[src/rtl/chacha_pkg.sv]
// Shared definitions for the ChaCha keystream XOR stage: block width,
// controller state encoding and keystream word selection.
package chacha_pkg;

    localparam int unsigned KS_BLOCK_W    = 512;
    // Widest supported stream word; ks_word returns this many bits.
    localparam int unsigned KS_WORD_MAX_W = 128;

    typedef enum logic [1:0] {
        ST_IDLE = 2'd0,
        ST_REQ  = 2'd1,
        ST_WAIT = 2'd2,
        ST_RUN  = 2'd3
    } xor_state_t;

    // Word idx of a keystream block, right-aligned in a KS_WORD_MAX_W field.
    function automatic logic [KS_WORD_MAX_W-1:0] ks_word(
        input logic [KS_BLOCK_W-1:0] blk,
        input int unsigned           idx,
        input int unsigned           word_w
    );
        logic [KS_BLOCK_W-1:0] shifted;
        shifted = blk >> (idx * word_w);
        return shifted[KS_WORD_MAX_W-1:0];
    endfunction

endpackage

[src/rtl/chacha_xor_outreg.sv]
// One-entry valid/ready output register: full throughput, data held stable
// while stalled.
module chacha_xor_outreg #(
    parameter int unsigned WORD_W = 128
) (
    input  logic              clk,
    input  logic              rst_n,
    input  logic              flush,
    input  logic              load,
    input  logic [WORD_W-1:0] load_data,
    input  logic              load_last,
    input  logic              out_ready,
    output logic              out_valid,
    output logic [WORD_W-1:0] out_data,
    output logic              out_last
);

    // Load on handshake, drain on out_ready, drop on flush
    always_ff @(posedge clk or negedge rst_n) begin
        if (!rst_n) begin
            out_valid <= 1'b0;
            out_data  <= '0;
            out_last  <= 1'b0;
        end else if (flush) begin
            out_valid <= 1'b0;
        end else if (load) begin
            out_valid <= 1'b1;
            out_data  <= load_data;
            out_last  <= load_last;
        end else if (out_ready) begin
            out_valid <= 1'b0;
        end
    end

endmodule

[src/rtl/chacha_xor_stream.sv]
// Keystream consumer: requests one 512-bit ChaCha block at a time, XORs it
// word by word onto the data stream and discards leftovers at message end.
module chacha_xor_stream
    import chacha_pkg::*;
#(
    parameter int unsigned WORD_W     = 128,
    parameter int unsigned KS_TIMEOUT = 64
) (
    input  logic                  clk,
    input  logic                  rst_n,
    input  logic                  flush,
    output logic                  ks_req,
    input  logic                  ks_valid,
    input  logic [KS_BLOCK_W-1:0] ks_data,
    input  logic                  in_valid,
    output logic                  in_ready,
    input  logic [WORD_W-1:0]     in_data,
    input  logic [WORD_W/8-1:0]   in_keep,
    input  logic                  in_last,
    output logic                  out_valid,
    input  logic                  out_ready,
    output logic [WORD_W-1:0]     out_data,
    output logic                  out_last,
    output logic [31:0]           ks_blocks
);

    localparam int unsigned WPB    = KS_BLOCK_W / WORD_W;
    localparam int unsigned NBYTES = WORD_W / 8;
    localparam int unsigned IDX_W  = $clog2(WPB);
    localparam int unsigned TMR_W  = $clog2(KS_TIMEOUT);

    xor_state_t                 state;
    logic [KS_BLOCK_W-1:0]      ks_buf;
    logic                       buf_full;
    logic [IDX_W-1:0]           idx;
    logic [TMR_W-1:0]           timer;
    logic                       hs;
    logic [KS_WORD_MAX_W-1:0]   ks_sel;
    logic [WORD_W-1:0]          xor_word;

    assign in_ready = (state == ST_RUN) && (!out_valid || out_ready);
    assign hs       = in_valid && in_ready;

    // Select the current keystream word, XOR it in and zero disabled bytes
    always_comb begin
        ks_sel   = ks_word(ks_buf, 32'(idx), WORD_W);
        xor_word = in_data ^ ks_sel[WORD_W-1:0];
        for (int unsigned b = 0; b < NBYTES; b++) begin
            if (!in_keep[b]) begin
                xor_word[8*b +: 8] = '0;
            end
        end
    end

    // Request/capture controller; ks_req is registered alongside the state
    always_ff @(posedge clk or negedge rst_n) begin
        if (!rst_n) begin
            state     <= ST_IDLE;
            ks_req    <= 1'b0;
            ks_buf    <= '0;
            buf_full  <= 1'b0;
            idx       <= '0;
            timer     <= '0;
            ks_blocks <= '0;
        end else if (flush) begin
            state     <= ST_IDLE;
            ks_req    <= 1'b0;
            buf_full  <= 1'b0;
            idx       <= '0;
            timer     <= '0;
            ks_blocks <= '0;
        end else begin
            ks_req <= 1'b0;
            case (state)
                ST_IDLE: begin
                    if (in_valid && !buf_full) begin
                        state  <= ST_REQ;
                        ks_req <= 1'b1;
                    end
                end
                ST_REQ: begin
                    timer <= '0;
                    state <= ST_WAIT;
                end
                ST_WAIT: begin
                    if (ks_valid) begin
                        ks_buf    <= ks_data;
                        buf_full  <= 1'b1;
                        idx       <= '0;
                        ks_blocks <= ks_blocks + 32'd1;
                        state     <= ST_RUN;
                    end else if (timer == TMR_W'(KS_TIMEOUT - 1)) begin
                        // Producer never answered: re-issue the request
                        timer  <= '0;
                        ks_req <= 1'b1;
                        state  <= ST_REQ;
                    end else begin
                        timer <= timer + TMR_W'(1);
                    end
                end
                ST_RUN: begin
                    if (hs) begin
                        if (in_last) begin
                            idx      <= '0;
                            buf_full <= 1'b0;
                            state    <= ST_IDLE;
                        end else if (idx == IDX_W'(WPB - 1)) begin
                            // Block exhausted mid-message: prefetch the next one
                            idx      <= '0;
                            buf_full <= 1'b0;
                            ks_req   <= 1'b1;
                            state    <= ST_REQ;
                        end else begin
                            idx <= idx + IDX_W'(1);
                        end
                    end
                end
                default: state <= ST_IDLE;
            endcase
        end
    end

    chacha_xor_outreg #(
        .WORD_W(WORD_W)
    ) u_outreg (
        .clk       (clk),
        .rst_n     (rst_n),
        .flush     (flush),
        .load      (hs),
        .load_data (xor_word),
        .load_last (in_last),
        .out_ready (out_ready),
        .out_valid (out_valid),
        .out_data  (out_data),
        .out_last  (out_last)
    );

endmodule

[config.mk]
export PLATFORM = sky130hd
export DESIGN_NAME = chacha_xor_stream
export DESIGN_NICKNAME = d
export VERILOG_FILES = /design/src/rtl/chacha_pkg.sv /design/src/rtl/chacha_xor_outreg.sv /design/src/rtl/chacha_xor_stream.sv
export SDC_FILE = /design/constraint.sdc
export NUM_CORES = 1
export LEC_CHECK = 0
export CORE_AREA = 2 2 317 319
export DETAILED_ROUTE_END_ITERATION = 6
export DIE_AREA = 0 0 319 321
export GPL_TIMING_DRIVEN = 0
export HOLD_SLACK_MARGIN = 0.08
export PLACE_DENSITY = 0.66
export REMOVE_ABC_BUFFERS = 1
export SLEW_MARGIN = 20
export SYNTH_ARGS = -nofsm -noshare
export SYNTH_HDL_FRONTEND = slang
export SYNTH_SLANG_ARGS = --single-unit
[constraint.sdc]
create_clock -name clk -period 4.3 [get_ports clk]
set_clock_uncertainty 0.15 [all_clocks]
set_input_delay 0.43 -clock clk [delete_from_list [all_inputs] [get_ports clk]]
set_output_delay 0.43 -clock clk [all_outputs]
set_load 0.05 [all_outputs]
==> summary.md, run 1 <==
| Metric | Value |
|---|---|
| FF-to-FF setup slack | `0.32 ns` |
| GRT Resource Usage Total | `17.62%` |
| Hold path cells | `2` |
| Final Max Tran Viols | `0` |
| Leakage | `17.88 nW` |
| Mapped Avg Cell Area | `13.97 sq um` |
| Pwr dens | `533.4 nW/um^2` |
| DRC Markers | `0` |
| Footprint of the multi-input gates | `12690 sq um` |
| CP Capture Type | `flop` |
| Post-synth top cells | `686 x dfrtp_1, 520 x mux2_2, 273 x nand2_1, 134 x o21ai_0, 134 x xor2_1` |
| CTS tree | `done` |
| Tot Pwr | `23.31 mW` |
| Filler cells | `9111` |
| Post-synth EDFFs | `0` |
| Crit path launch | `flush` |
| Worst-Skew Late Latency | `0.63 ns` |
| Total number of vias | `20867` |
| Area Growth Syn to Fin | `42.48%` |
| Asr flop ratio synth | `100.0%` |
| # port buffers | `826` |
| Pre-antenna DRT Iters | `5` |
| Clock root buffer | `clkbuf_16` |
| Core footprint | `99280 sq um` |
| Initial antenna violation count | `33` |
| Unrepaired setup endpoints after global routing | `false` |
| Boundary Pins | `827` |
| R2R cell count | `15` |
| Worst Tran Pin Value | `1.006 ns` |
| Max_slew headroom | `31.23%` |
| HP Class | `in2reg` |
| Min Hold Slack | `0.2541 ns` |
| Sequential share of the synthesized area | `55.97%` |
| Register Area | `17180 sq um` |
| Setup Crit Path Kind | `in2reg` |
| Non-Filler Instances | `4420` |
| Die Area | `102400 sq um` |
| GPL Wtd Cong | `0.7880` |
| Vias in the first global route | `22087` |
| Die Span Y | `321 um` |
| Kind of start point of the critical path | `input pin` |
| Synth unique cells | `49` |
| Starting Density | `30.89%` |
| Routed vias/inst | `4.721` |
| Worst reg2reg startpoint | `state[1]$_DFFE_PN0P_` |
| WL final | `91.31 mm` |
| Yosys top cell area share | `55.97%` |
| CP arrival | `4.37 ns` |
| Reg2reg end | `ks_buf[287]$_DFFE_PN0P_` |
| TritonCTS buffer count | `82` |
| Layout net count | `3701` |
| # H-tree levels | `3` |
| Congestion Overflow GR | `0` |
| Count leader, synth | `dfrtp_1` |
| Number of DRC markers in iteration 0 | `997` |
| Crit share post-route | `93.35%` |
| Reg clk slew, reported paths | `0.06 ns` |
| Post-DP HPWL | `68.77 mm` |
| Total of max-cap violations | `0` |
| Global-route wire length before repair | `137.5 mm` |
| Main area contributors after synthesis | `dfrtp_1 56%, mux2_2 19%, mux4_2 9.4%` |
| Pre-CTS setup slack | `-0.6726 ns` |
| Peak VDD IR | `355.3 uV` |
| Crit path required time | `4.66 ns` |
| Final hold violation count | `0` |
| Post-synthesis cell count | `2195` |
| Top_reg_cell synth | `dfrtp_1` |
| Yosys top cell by area | `dfrtp_1` |
| Placed instance count | `4246` |
| YS warnings | `0` |
| Row Count | `116` |
| #FFs+latches synth | `686` |
| Chip width | `319 um` |
| CTS max path bufs | `3` |
| Share of layout cells above drive strength 1 | `27.71%` |
| Final instance area | `43700 sq um` |
| # setup viols final | `0` |
| Largest net degree at the start of global routing | `95` |
| DRT antenna net count | `0` |
| CP Capture Point | `ks_buf[287]$_DFFE_PN0P_` |
| Max Fclk | `249.1 MHz` |
| Setup WS post-layout | `0.2860 ns` |
| Total placed instance area | `40880 sq um` |
| TritonCTS Sinks | `686` |
| Period minus WS final | `4.014 ns` |
| Wire length per cell | `20.66 um` |
| Worst Path Max Fanout | `20` |
| Mapped cell area | `30670 sq um` |
| Status | `finished, final reports clean` |
-- kinds of logic after synthesis --
kind of cell    share of synthesized area, %
flops                                  55.97
mux                                    28.52
simple gates                           5.430
compound gates                         3.272
buf+inv                                2.684
xor+xnor                               3.998
fa+ha+maj                             0.1224
-- state kept, by name, indices dropped and copies added (netlist names) --
name and count:
u_outreg.out_valid 1, ks_req 1, timer 6, u_outreg.out_data 128, ks_buf 512, ks_blocks 32
u_outreg.out_last 1, idx 2, state 2, buf_full 1
-- placed cells by master (no fill, tap or decap), types with 23 or more instances in the layout --
master,synthesis,routed
clkbuf_1,55,23
buf_6,2,25
xor2_1,134,134
mux4_2,128,128
nor2_1,24,24
dfrtp_1,686,683
clkbuf_16,0,87
clkdlybuf4s50_1,0,824
mux2_2,520,520
o21ai_0,134,134
nand2_1,273,273
a21oi_1,23,23
-- worst min-delay path by stage --
stage                                   endpoint  slack, ns                         startpoint
2_1_floorplan               buf_full$_DFFE_PN0P_      -0.02                              rst_n
3_3_place_gp   u_outreg.out_data[92]$_DFFE_PN0P_       0.31  u_outreg.out_data[92]$_DFFE_PN0P_
3_5_place_dp   u_outreg.out_data[72]$_DFFE_PN0P_       0.32  u_outreg.out_data[72]$_DFFE_PN0P_
4_1_cts                  ks_buf[361]$_DFFE_PN0P_       0.19                       ks_data[361]
5_1_grt                  ks_buf[396]$_DFFE_PN0P_       0.20                       ks_data[396]
6_report                 ks_buf[185]$_DFFE_PN0P_       0.25                       ks_data[185]
-- metrics by stage --
step | utilization (%) | setup TNS (ns)
after global placement | 40.07 | -
after detailed placement | 41.18 | -24.06
after floorplan | - | -
after global routing | 44.01 | 0
final | 44.02 | 0
after CTS | 43.96 | 0
-- critical path, cell delays in order --
cell           delay [ns]
dlygate4sd3_1        0.55
buf_2                0.28
nor4_4               0.40
buf_6                0.22
buf_4                0.22
buf_6                0.18
buf_6                0.18
buf_4                0.23
buf_8                0.17
buf_4                0.22
buf_8                0.18
buf_8                0.15
buf_4                0.22
buf_4                0.19
buf_6                0.17
mux2_2               0.35
-- area by class of cell --
cell class / instances / area share, %
clock buffers: 130 / 5.810
inverters: 12 / 0.1031
well taps: 1298 / 3.717
repair buffers: 901 / 21.45
diodes: 22 / 0.1260
flip-flops and latches: 686 / 39.30
clock inverters: 19 / 0.4438
multi-input cells: 1352 / 29.05
-- power breakdown --
| part | leakage, nW | switching [mW] | total [mW] | internal (mW) |
|---|---|---|---|---|
| Combinational | 7.99 | 2.65 | 6.25 | 3.60 |
| Clock | 1.34 | 2.80 | 7.02 | 4.22 |
| Sequential | 8.56 | 1.22 | 10.0 | 8.81 |
| Total | 17.9 | 6.67 | 23.3 | 16.6 |
-- timing repair --
action	CTS	global route
pin swaps	1	0
setup buffers	1	0
gates resized for setup	0	1
hold buffers	2	0
endpoints found under the hold margin	89	0
endpoints found under the setup margin	48	11
-- metal layers --
layer	vias up	wire (um)	track usage (%)
met5	-	127	0
met4	20	2544	6.247
met3	159	7067	6.252
met2	630	46400	30.41
met1	10478	35170	20.16
li1	9580	-	-
(Power assumes the default switching activity.)
==> inputs of run 2 (changes only) <==
==> constraint.sdc (replaced) <==
create_clock -name clk -period 4.3 [get_ports clk]
set_clock_uncertainty 0.15 [all_clocks]
set_input_delay 0.86 -clock clk [delete_from_list [all_inputs] [get_ports clk]]
set_output_delay 0.86 -clock clk [all_outputs]
set_load 0.05 [all_outputs]
==> summary.md, run 2 (synthesized netlist as in run 1, its figures left out) <==
| Metric | Value |
|---|---|
| Status | `finished, final reports clean (unchanged)` |
| # port buffers | `826 (unchanged)` |
| Starting Density | `30.89% (unchanged)` |
| Non-Filler Instances | `4419 (was 4420)` |
| Initial antenna violation count | `33 (unchanged)` |
| Number of flip-flops in the largest register | `512 (unchanged)` |
| Critical-path top delay cell | `dlygate4sd2_1 (was dlygate4sd3_1)` |
| HP Class | `reg2reg (was in2reg)` |
| FF-to-FF setup slack | `0.31 ns (was 0.32 ns)` |
| Register Area | `17180 sq um (unchanged)` |
| Worst-Skew Late Latency | `0.63 ns (about the same)` |
| Congestion Overflow GR | `0 (unchanged)` |
| TritonCTS buffer count | `82 (unchanged)` |
| Tot Pwr | `23.31 mW (about the same)` |
| Kind of start point of the critical path | `input pin (unchanged)` |
| Share of layout cells above drive strength 1 | `27.72% (was 27.71%)` |
| Setup TNS | `0 ns (unchanged)` |
| Final hold violation count | `0 (unchanged)` |
| Crit path required time | `4.66 ns (about the same)` |
| Clock root buffer | `clkbuf_16 (unchanged)` |
| Core footprint | `99280 sq um (unchanged)` |
| Critical path's largest stage delay | `0.40 ns (was 0.55 ns)` |
| Layout net count | `3700 (was 3701)` |
| Routed vias/inst | `4.717 (was 4.721)` |
| DRT antenna net count | `0 (unchanged)` |
| Top Registers | `ks_buf x512, u_outreg.out_data x128, ks_blocks x32 (unchanged)` |
| Row Count | `116 (unchanged)` |
| WL final | `91.29 mm (was 91.31 mm)` |
| Pre-antenna DRT Iters | `5 (unchanged)` |
| Total of max-cap violations | `0 (unchanged)` |
| Die Span Y | `321 um (unchanged)` |
| Worst Path Max Fanout | `12 (was 20)` |
| Filler cells | `9113 (was 9111)` |
| # H-tree levels | `3 (unchanged)` |
| GPL Wtd Cong | `0.7880 (unchanged)` |
| Setup Crit Path Kind | `in2reg (unchanged)` |
| Reg clk slew, reported paths | `0.05 ns (was 0.06 ns)` |
| Commonest non-fill, non-tap cell in the layout | `clkdlybuf4s50_1 (unchanged)` |
| Die Area | `102400 sq um (unchanged)` |
| Worst Tran Pin Value | `1.006 ns (about the same)` |
| GRT Resource Usage Total | `17.62% (about the same)` |
| Most frequent cells in the layout | `823 x clkdlybuf4s50_1, 683 x dfrtp_1, 520 x mux2_2 (was 824 x clkdlybuf4s50_1, 683 x dfrtp_1, 520 x mux2_2)` |
| Post-DP HPWL | `68.77 mm (unchanged)` |
| Final Max Tran Viols | `0 (unchanged)` |
| Largest net degree at the start of global routing | `95 (unchanged)` |
| TritonCTS Sinks | `686 (unchanged)` |
| Footprint of the multi-input gates | `12690 sq um (unchanged)` |
| Crit share post-route | `95.86% (was 93.35%)` |
| Period minus WS final | `4.122 ns (was 4.014 ns)` |
| Wire length per cell | `20.66 um (about the same)` |
| Placed instance count | `4246 (unchanged)` |
| CTS tree | `done (unchanged)` |
| Peak VDD IR | `355.3 uV (about the same)` |
| Pwr dens | `533.5 nW/um^2 (was 533.4 nW/um^2)` |
| CP Capture Type | `flop (unchanged)` |
| Area Growth Syn to Fin | `42.44% (was 42.48%)` |
| CTS max path bufs | `3 (unchanged)` |
| Leakage | `17.88 nW (about the same)` |
| Crit-path most repeated cell | `buf_4 (unchanged)` |
| Max Fclk | `242.6 MHz (was 249.1 MHz)` |
| Global-route wire length before repair | `137.4 mm (was 137.5 mm)` |
| Min Hold Slack | `0.3229 ns (was 0.2541 ns)` |
| Chip width | `319 um (unchanged)` |
| Biggest register | `ks_buf (unchanged)` |
| Number of DRC markers in iteration 0 | `992 (was 997)` |
| Total number of vias | `20844 (was 20867)` |
| Crit-path cells | `dlygate4sd2_1 -> inv_1 -> nor4_4 -> buf_6 -> buf_4 -> buf_6 -> buf_6 -> buf_4 -> buf_8 -> buf_4 -> buf_8 -> buf_8 -> buf_4 -> buf_4 -> buf_6 -> mux2_2 (was dlygate4sd3_1 -> buf_2 -> nor4_4 -> buf_6 -> buf_4 -> buf_6 -> buf_6 -> buf_4 -> buf_8 -> buf_4 -> buf_8 -> buf_8 -> buf_4 -> buf_4 -> buf_6 -> mux2_2)` |
| Critical path buffers and inverters | `14 (unchanged)` |
| Unrepaired setup endpoints after global routing | `false (unchanged)` |
| CP arrival | `4.48 ns (was 4.37 ns)` |
| Max_slew headroom | `31.23% (about the same)` |
| Vias in the first global route | `22082 (was 22087)` |
| Boundary Pins | `827 (unchanged)` |
| DRC Markers | `0 (unchanged)` |
| # setup viols final | `0 (unchanged)` |
| Cell family with most CP delay | `buffers and inverters (unchanged)` |
run 2: cell count changes in the layout (fill, tap and decap cells not counted):
| cell | before | now |
|---|---|---|
| dlygate4sd2_1 | 0 | 1 |
| clkdlybuf4s50_1 | 824 | 823 |
| dlygate4sd3_1 | 2 | 1 |
run 2: layer usage:
layer  part of all wire [%]  routed length [um]  GRT usage (%)  vias up
met5                   0.14                 127              0        -
met4                    2.8                2528          6.247       20
met3                    7.7                7073          6.252      159
met2                     51               46390          30.40      626
met1                     39               35170          20.16    10466
li1                       -                   -              -     9573
run 2: through the flow:
stage,setup slack (ns),cell area (sq um),util (%)
3_3_place_gp,-45.19,39780,40.07
4_1_cts,0.1317,43630,43.95
5_1_grt,0.02666,43680,44.00
2_1_floorplan,-26.92,29890,-
6_report,0.1781,43690,44.01
3_5_place_dp,-1.103,40880,41.18
run 2: where the power goes:
part,internal [mW],switching [mW],total (mW)
logic,3.59,2.65,6.25
clock network,4.22,2.80,7.02
registers,8.81,1.22,10.0
total,16.6,6.67,23.3
run 2: path summary, 6_finish.rpt:
check	startpoint	end	depth (start not counted)
hold / removal	u_outreg.out_data[64]$_DFFE_PN0P_	u_outreg.out_data[64]$_DFFE_PN0P_	2
hold reg to reg	u_outreg.out_data[64]$_DFFE_PN0P_	u_outreg.out_data[64]$_DFFE_PN0P_	2
setup / recovery	ks_valid	ks_buf[287]$_DFFE_PN0P_	16
setup reg to reg	state[1]$_DFFE_PN0P_	ks_buf[287]$_DFFE_PN0P_	15
min in group asynchronous	rst_n	ks_buf[278]$_DFFE_PN0P_	2
max in group asynchronous	rst_n	u_outreg.out_data[89]$_DFFE_PN0P_	5
run 2: layout make-up:
type | count | share of cell area (%)
clock buffer | 130 | 5.811
inverter | 12 | 0.1031
timing repair buffer | 900 | 21.43
tap | 1298 | 3.717
sequential | 686 | 39.31
antenna | 22 | 0.1260
multi-input combinational | 1352 | 29.06
clock inverter | 19 | 0.4439
run 2: worst register-to-register path: cells and delay by family, from the launching register on:
kind / cells / cell delay, ns
flops: 1 / 0.49
mux: 1 / 0.35
buf+inv: 13 / 2.60
simple gates: 1 / 0.27
run 2: what timing repair did:
item,4_1_cts,5_1_grt
hold buffers,1,0
resized for setup,1,1
setup endpoints to repair,48,11
hold endpoints to repair,79,0
buffers inserted,1,0
pin swaps,1,0
